--- config.mk ---
export PLATFORM = sky130hd
export DESIGN_NAME = multicycle_ctrl_fsm
export DESIGN_NICKNAME = d
export VERILOG_FILES = /design/src/rtl/multicycle_ctrl_fsm.sv
export SDC_FILE = /design/constraint.sdc
export NUM_CORES = 1
export LEC_CHECK = 0
export ABC_AREA = 0
export BUFFER_PORTS_ARGS = -buffer_cell sky130_fd_sc_hd__buf_2
export CORE_MARGIN = 1.5
export CORE_UTILIZATION = 53
export CTS_CLUSTER_SIZE = 20
export DETAILED_ROUTE_END_ITERATION = 8
export PLACE_DENSITY = 0.79
export SLEW_MARGIN = 10
export SYNTH_ARGS = -nofsm -noshare
export SYNTH_HDL_FRONTEND = slang
export SYNTH_SLANG_ARGS = --single-unit
--- constraint.sdc ---
create_clock -name clk -period 3.1 [get_ports clk]
set_clock_uncertainty 0.2 [all_clocks]
set_input_delay 0.93 -clock clk [delete_from_list [all_inputs] [get_ports clk]]
set_output_delay 0.93 -clock clk [all_outputs]
set_load 0.01 [all_outputs]
--- src/rtl/multicycle_ctrl_fsm.sv ---
// Multi-cycle control sequencer for the MIPS-subset datapath (fetch/decode/exec/mem/wb).
// Handshakes with shared instruction/data memory and counts retired instructions.
module multicycle_ctrl_fsm #(
  parameter int unsigned MEM_TIMEOUT = 15,
  parameter int unsigned CNT_W       = 16
) (
  input  logic             clk,
  input  logic             rst,
  input  logic [5:0]       OpCode,
  input  logic             Zero,
  input  logic             mem_ack,
  output logic             imem_req,
  output logic             PCWrite,
  output logic             PCSrc,
  output logic             IRWrite,
  output logic             RegDst,
  output logic             BR_En,
  output logic [2:0]       AluC,
  output logic             ALUSrc,
  output logic             EnR,
  output logic             EnW,
  output logic             Mux1,
  output logic             illegal,
  output logic             err,
  output logic [2:0]       state_o,
  output logic [CNT_W-1:0] retired
);

  localparam int unsigned WAIT_W = 8;
  localparam logic [WAIT_W-1:0] WAIT_LAST = WAIT_W'(MEM_TIMEOUT - 1);

  localparam logic [5:0] OP_R    = 6'b000000;
  localparam logic [5:0] OP_ADDI = 6'b001000;
  localparam logic [5:0] OP_LW   = 6'b100011;
  localparam logic [5:0] OP_SW   = 6'b101011;
  localparam logic [5:0] OP_BEQ  = 6'b000100;
  localparam logic [5:0] OP_SLTI = 6'b001010;
  localparam logic [5:0] OP_ANDI = 6'b001100;
  localparam logic [5:0] OP_ORI  = 6'b001101;

  typedef enum logic [2:0] {
    S_FETCH  = 3'd0,
    S_DECODE = 3'd1,
    S_EXEC   = 3'd2,
    S_MEM    = 3'd3,
    S_WB     = 3'd4,
    S_HALT   = 3'd7
  } state_t;

  state_t            state;
  logic [5:0]        op_q;
  logic [WAIT_W-1:0] wait_cnt;

  function automatic logic is_legal(input logic [5:0] op);
    case (op)
      OP_R, OP_ADDI, OP_LW, OP_SW, OP_BEQ, OP_SLTI, OP_ANDI, OP_ORI: return 1'b1;
      default: return 1'b0;
    endcase
  endfunction

  // Sequencer state, latched opcode, memory wait counter and retire counter
  always_ff @(posedge clk) begin
    if (rst) begin
      state    <= S_FETCH;
      op_q     <= '0;
      retired  <= '0;
      err      <= 1'b0;
      wait_cnt <= '0;
    end else begin
      wait_cnt <= '0;
      case (state)
        S_FETCH: begin
          if (mem_ack) begin
            state <= S_DECODE;
          end else if (wait_cnt == WAIT_LAST) begin
            err   <= 1'b1;
            state <= S_HALT;
          end else begin
            wait_cnt <= wait_cnt + WAIT_W'(1);
          end
        end
        S_DECODE: begin
          op_q  <= OpCode;
          state <= is_legal(OpCode) ? S_EXEC : S_FETCH;
        end
        S_EXEC: begin
          if (op_q == OP_BEQ) begin
            retired <= retired + CNT_W'(1);
            state   <= S_FETCH;
          end else if (op_q == OP_LW || op_q == OP_SW) begin
            state <= S_MEM;
          end else begin
            state <= S_WB;
          end
        end
        S_MEM: begin
          if (mem_ack) begin
            if (op_q == OP_SW) begin
              retired <= retired + CNT_W'(1);
              state   <= S_FETCH;
            end else begin
              state <= S_WB;
            end
          end else if (wait_cnt == WAIT_LAST) begin
            err   <= 1'b1;
            state <= S_HALT;
          end else begin
            wait_cnt <= wait_cnt + WAIT_W'(1);
          end
        end
        S_WB: begin
          retired <= retired + CNT_W'(1);
          state   <= S_FETCH;
        end
        S_HALT:  state <= S_HALT;
        default: state <= S_FETCH;
      endcase
    end
  end

  // Datapath controls decoded from state and latched opcode; forced low during reset
  always_comb begin
    imem_req = 1'b0;
    PCWrite  = 1'b0;
    PCSrc    = 1'b0;
    IRWrite  = 1'b0;
    RegDst   = 1'b0;
    BR_En    = 1'b0;
    AluC     = 3'b000;
    ALUSrc   = 1'b0;
    EnR      = 1'b0;
    EnW      = 1'b0;
    Mux1     = 1'b0;
    illegal  = 1'b0;
    state_o  = 3'(state);
    if (!rst) begin
      if (state == S_EXEC || state == S_MEM || state == S_WB) begin
        case (op_q)
          OP_R:                 begin AluC = 3'b000; ALUSrc = 1'b0; RegDst = 1'b1; end
          OP_ADDI, OP_LW, OP_SW: begin AluC = 3'b010; ALUSrc = 1'b1; end
          OP_SLTI:              begin AluC = 3'b100; ALUSrc = 1'b1; end
          OP_ANDI:              begin AluC = 3'b011; ALUSrc = 1'b1; end
          OP_ORI:               begin AluC = 3'b101; ALUSrc = 1'b1; end
          OP_BEQ:               begin AluC = 3'b001; end
          default:              begin AluC = 3'b000; end
        endcase
      end
      case (state)
        S_FETCH: begin
          imem_req = 1'b1;
          IRWrite  = mem_ack;
          PCWrite  = mem_ack;
        end
        S_DECODE: illegal = !is_legal(OpCode);
        S_EXEC: begin
          if (op_q == OP_BEQ) begin
            PCWrite = Zero;
            PCSrc   = Zero;
          end
        end
        S_MEM: begin
          EnR = (op_q == OP_LW);
          EnW = (op_q == OP_SW);
        end
        S_WB: begin
          BR_En = 1'b1;
          Mux1  = (op_q != OP_LW);
        end
        default: ;
      endcase
    end
  end

endmodule

==> metrics.md <==
| Metric | Value |
|---|---|
| Port Buf Inserts | 43 |
| Boundary Pins | 44 |
| Synth warn | 0 |
| DIE WIDTH | 62.7 um |
| Reg-to-reg critical path startpoint | state_o[2] |
| Net Sw Frac | 25.1% |
| Flop pwr share | 59.0% |
| Area of the core | 0.00339 mm2 |
| Final Hold Fails | 0 |
| Synthesized area per cell | 7.57 um2 |
| Number of buffers created by CTS | 5 |
| R2r setup slk | 0.72 ns |
| Syn Nets | 263 |
| Status | finished clean |
| Maximum clock rate | 332 MHz |
| RSZ-0062 raised after global routing | false |
| Worst slew pin tran | 0.525 ns |
| Setup TNS Final | 0 ns |
| DP HPWL | 2940 um |
| Drt total wl | 4070 um |
| P_sw | 0.193 mW |
| Root Driver | clkbuf_4 |
| FP Rows | 21 |
| Max-slew violation count | 0 |
| Critical Path AT | 1.88 ns |
| Nets | 305 |
| Worst VDD drop | 206 uV |
| Post-Synthesis Cell Area | 0.00189 mm2 |
| Synthesis-stage register bit count | 34 |
| Largest family of logic cells by synthesized area | simple AND/OR/NAND/NOR gates |
| Crit. Startpoint | OpCode[2] |
| All-Layer GR Usage | 22.2% |
| Die area | 0.00394 mm2 |
| Finished Cell Area | 0.00221 mm2 |
| Synth cell types | 48 |
| Critical path class | in -> out |
| H-tree lvl count | 2 |
| Initial Util | 55.8% |
| Minimum clock period | 3.01 ns |
| Sequential area share after synthesis | 36.0% |
| Clock-pin slew on the worst setup and hold paths | 0.09 ns |
| Clock Power Share | 31.7% |
| Die span in y | 62.7 um |
| Comb pwr share | 9.2% |
| Reg2reg end | retired[15] |
| Static Leakage | 0.905 nW |
| Min-delay worst type | reg -> reg |
| TritonRoute pass-1 iters | 4 |
| Vias post-DR | 1,883 |
| Share of cells above drive strength 1 | 23.7% |
| Number of buffers on the longest clock path | 2 |
| FF-to-FF path depth | 6 |
| Mux cell area share after synthesis | 0.529% |
| Placed cell area | 0.00214 mm2 |
| Post-CTS Repair Setup Buffers | 0 |
| CP endpoint kind | output pin |
| Area grow syn2layout | 16.9% |
| Asr flop ratio synth | 0% |
| Endpoints failing setup | 0 |
| Synth Area in Compound Gates | 17.9% |
| Synthesized instance count | 250 |
| Skew-Pair Late Insertion Delay | 0.34 ns |
| First-pass GRT wire length | 7150 um |
| Grt ovf | 0 |
| Number of global-route vias before repair | 1,673 |
| Startpoint Class | primary input |
| TritonCTS clock tree | done |
| Wire length per cell | 12.1 um |
| Post-synth EDFFs | 0 |
| Initial antenna violation count | 0 |
| RePlAce Congestion | 0.861 |
| Initial drt markers | 163 |
| Largest net degree at the start of global routing | 21 |
| # diodes | 0 |
| Period utilisation layout | 97.2% |
| Max_slew headroom | 64.6% |
| Most used flip-flop cell after synthesis | dfxtp_1 |
| Max-capacitance violation count | 0 |
| Worst EP required | 1.97 ns |
| Layout Cells excl Fill | 337 |
| Fillers | 310 |
| DR DRC count | 0 |
| P_int | 0.576 mW |
| Xor/xnor cell area share of the yosys netlist | 3.24% |
| Worst setup path endpoint | illegal |
| Dpl cells | 331 |
| Adder-Cell Fraction of Synth Area | 1.98% |
| Vias/cell | 5.59 |
| Power Density | 348 mW/mm2 |
| CTS sink count | 34 |
| Synth Area in Simple Gates | 35.9% |
| Final ANT Viol Nets | 0 |
| Crit-path max FO | 4 |
-- worst min path at each step --
stage	cells past startpoint	start	slack (ns)	endpoint
after global routing	2	wait_cnt[7]	0.33	wait_cnt[7]
final	2	retired[15]	0.29	retired[15]
after floorplan	1	wait_cnt[0]	0.24	wait_cnt[0]
after global placement	2	err	0.26	err
after CTS	2	retired[15]	0.29	retired[15]
after detailed placement	2	retired[15]	0.27	retired[15]
-- area by class of cell --
type,instances,area [um2],area share (%)
multi-input combinational,196,1140,51.5
sequential,34,686,31.0
timing repair buffer,48,253,11.4
tap,46,57.6,2.60
clock buffer,6,51.3,2.32
inverter,7,26.3,1.19
-- synthesized netlist by cell type (2+ instances only) --
master / number / share of area, %
dfxtp_1: 34 / 36
a21oi_1: 29 / 7.7
nand2_1: 27 / 5.4
nor2_1: 27 / 5.4
o21ai_0: 14 / 3.7
nor3_1: 12 / 3.2
or3_1: 12 / 4.0
clkbuf_1: 11 / 2.2
inv_1: 7 / 1.4
and2_1: 6 / 2.0
nand4_1: 6 / 2.0
nand2b_1: 4 / 1.3
nand3_1: 4 / 1.1
nor2b_1: 4 / 1.3
or2_2: 4 / 1.3
xor2_1: 4 / 1.9
and3_1: 3 / 0.99
ha_1: 3 / 2.0
xnor2_1: 3 / 1.4
a211oi_1: 2 / 0.79
a21o_1: 2 / 0.79
and4b_1: 2 / 1.1
nor3b_1: 2 / 0.79
nor4_1: 2 / 0.66
nor4b_1: 2 / 0.93
or4_1: 2 / 0.79
-- repair_timing --
item / CTS / global route
endpoints found under the setup margin: 0 / 7
hold buffers: 0 / 0
gates resized for setup: 0 / 6
-- routing by layer --
layer / GRT usage [%] / up-vias / wire length [um]
li1: - / 972 / -
met1: 29.3 / 858 / 1920
met2: 34.5 / 45 / 1860
met3: 6.49 / 8 / 223
met4: 8.06 / 0 / 67
met5: 0 / - / 0
-- through the flow --
step	setup slack, ns	power, mW	utilization, %	hold slack, ns
2_1_floorplan	0.181	0.509	-	0.242
3_3_place_gp	0.107	0.532	63.3	0.262
3_5_place_dp	0.0738	0.533	63.3	0.273
4_1_cts	0.0496	0.776	64.8	0.293
5_1_grt	0.0137	0.803	65.3	0.329
6_report	0.0858	0.769	65.3	0.290
-- flip-flops by register name (all words and copies together), names as in the netlist --
register / count
state_o: 3
op_q: 6
wait_cnt: 8
err: 1
retired: 16
-- logic make-up after synthesis --
family | after synthesis
AOI/OAI and AO/OA | 59
and+or+nand+nor | 126
xor gates and xnor gates | 7
buffers and inverters | 20
adders and majority gates | 3
DFF | 34
muxes | 1
-- power groups by stage --
| stage | Sequential, mW | Combinational, mW | Clock [mW] |
|---|---|---|---|
| 6_report | 0.454 | 0.0709 | 0.244 |
| 5_1_grt | 0.455 | 0.0798 | 0.268 |
| 4_1_cts | 0.453 | 0.0700 | 0.253 |
| 3_5_place_dp | 0.463 | 0.0700 | 0 |
| 3_3_place_gp | 0.463 | 0.0689 | 0 |
| 2_1_floorplan | 0.460 | 0.0484 | 0 |
-- placed cells by master (no fill, tap or decap), types with 6 or more instances in the layout --
master,n
or3_1,12
o21ai_0,14
a21oi_1,29
nor2_1,27
dfxtp_1,30
and2_1,6
nand2_1,27
nand4_1,6
buf_2,43
inv_1,7
nor3_1,11
-- critical path, cell delays in order --
cell and delay [ns]:
buf_2 0.11, nand2b_1 0.14, a211o_1 0.28, a21oi_1 0.20, nor3_1 0.08, buf_2 0.14
(Power assumes the default switching activity.)
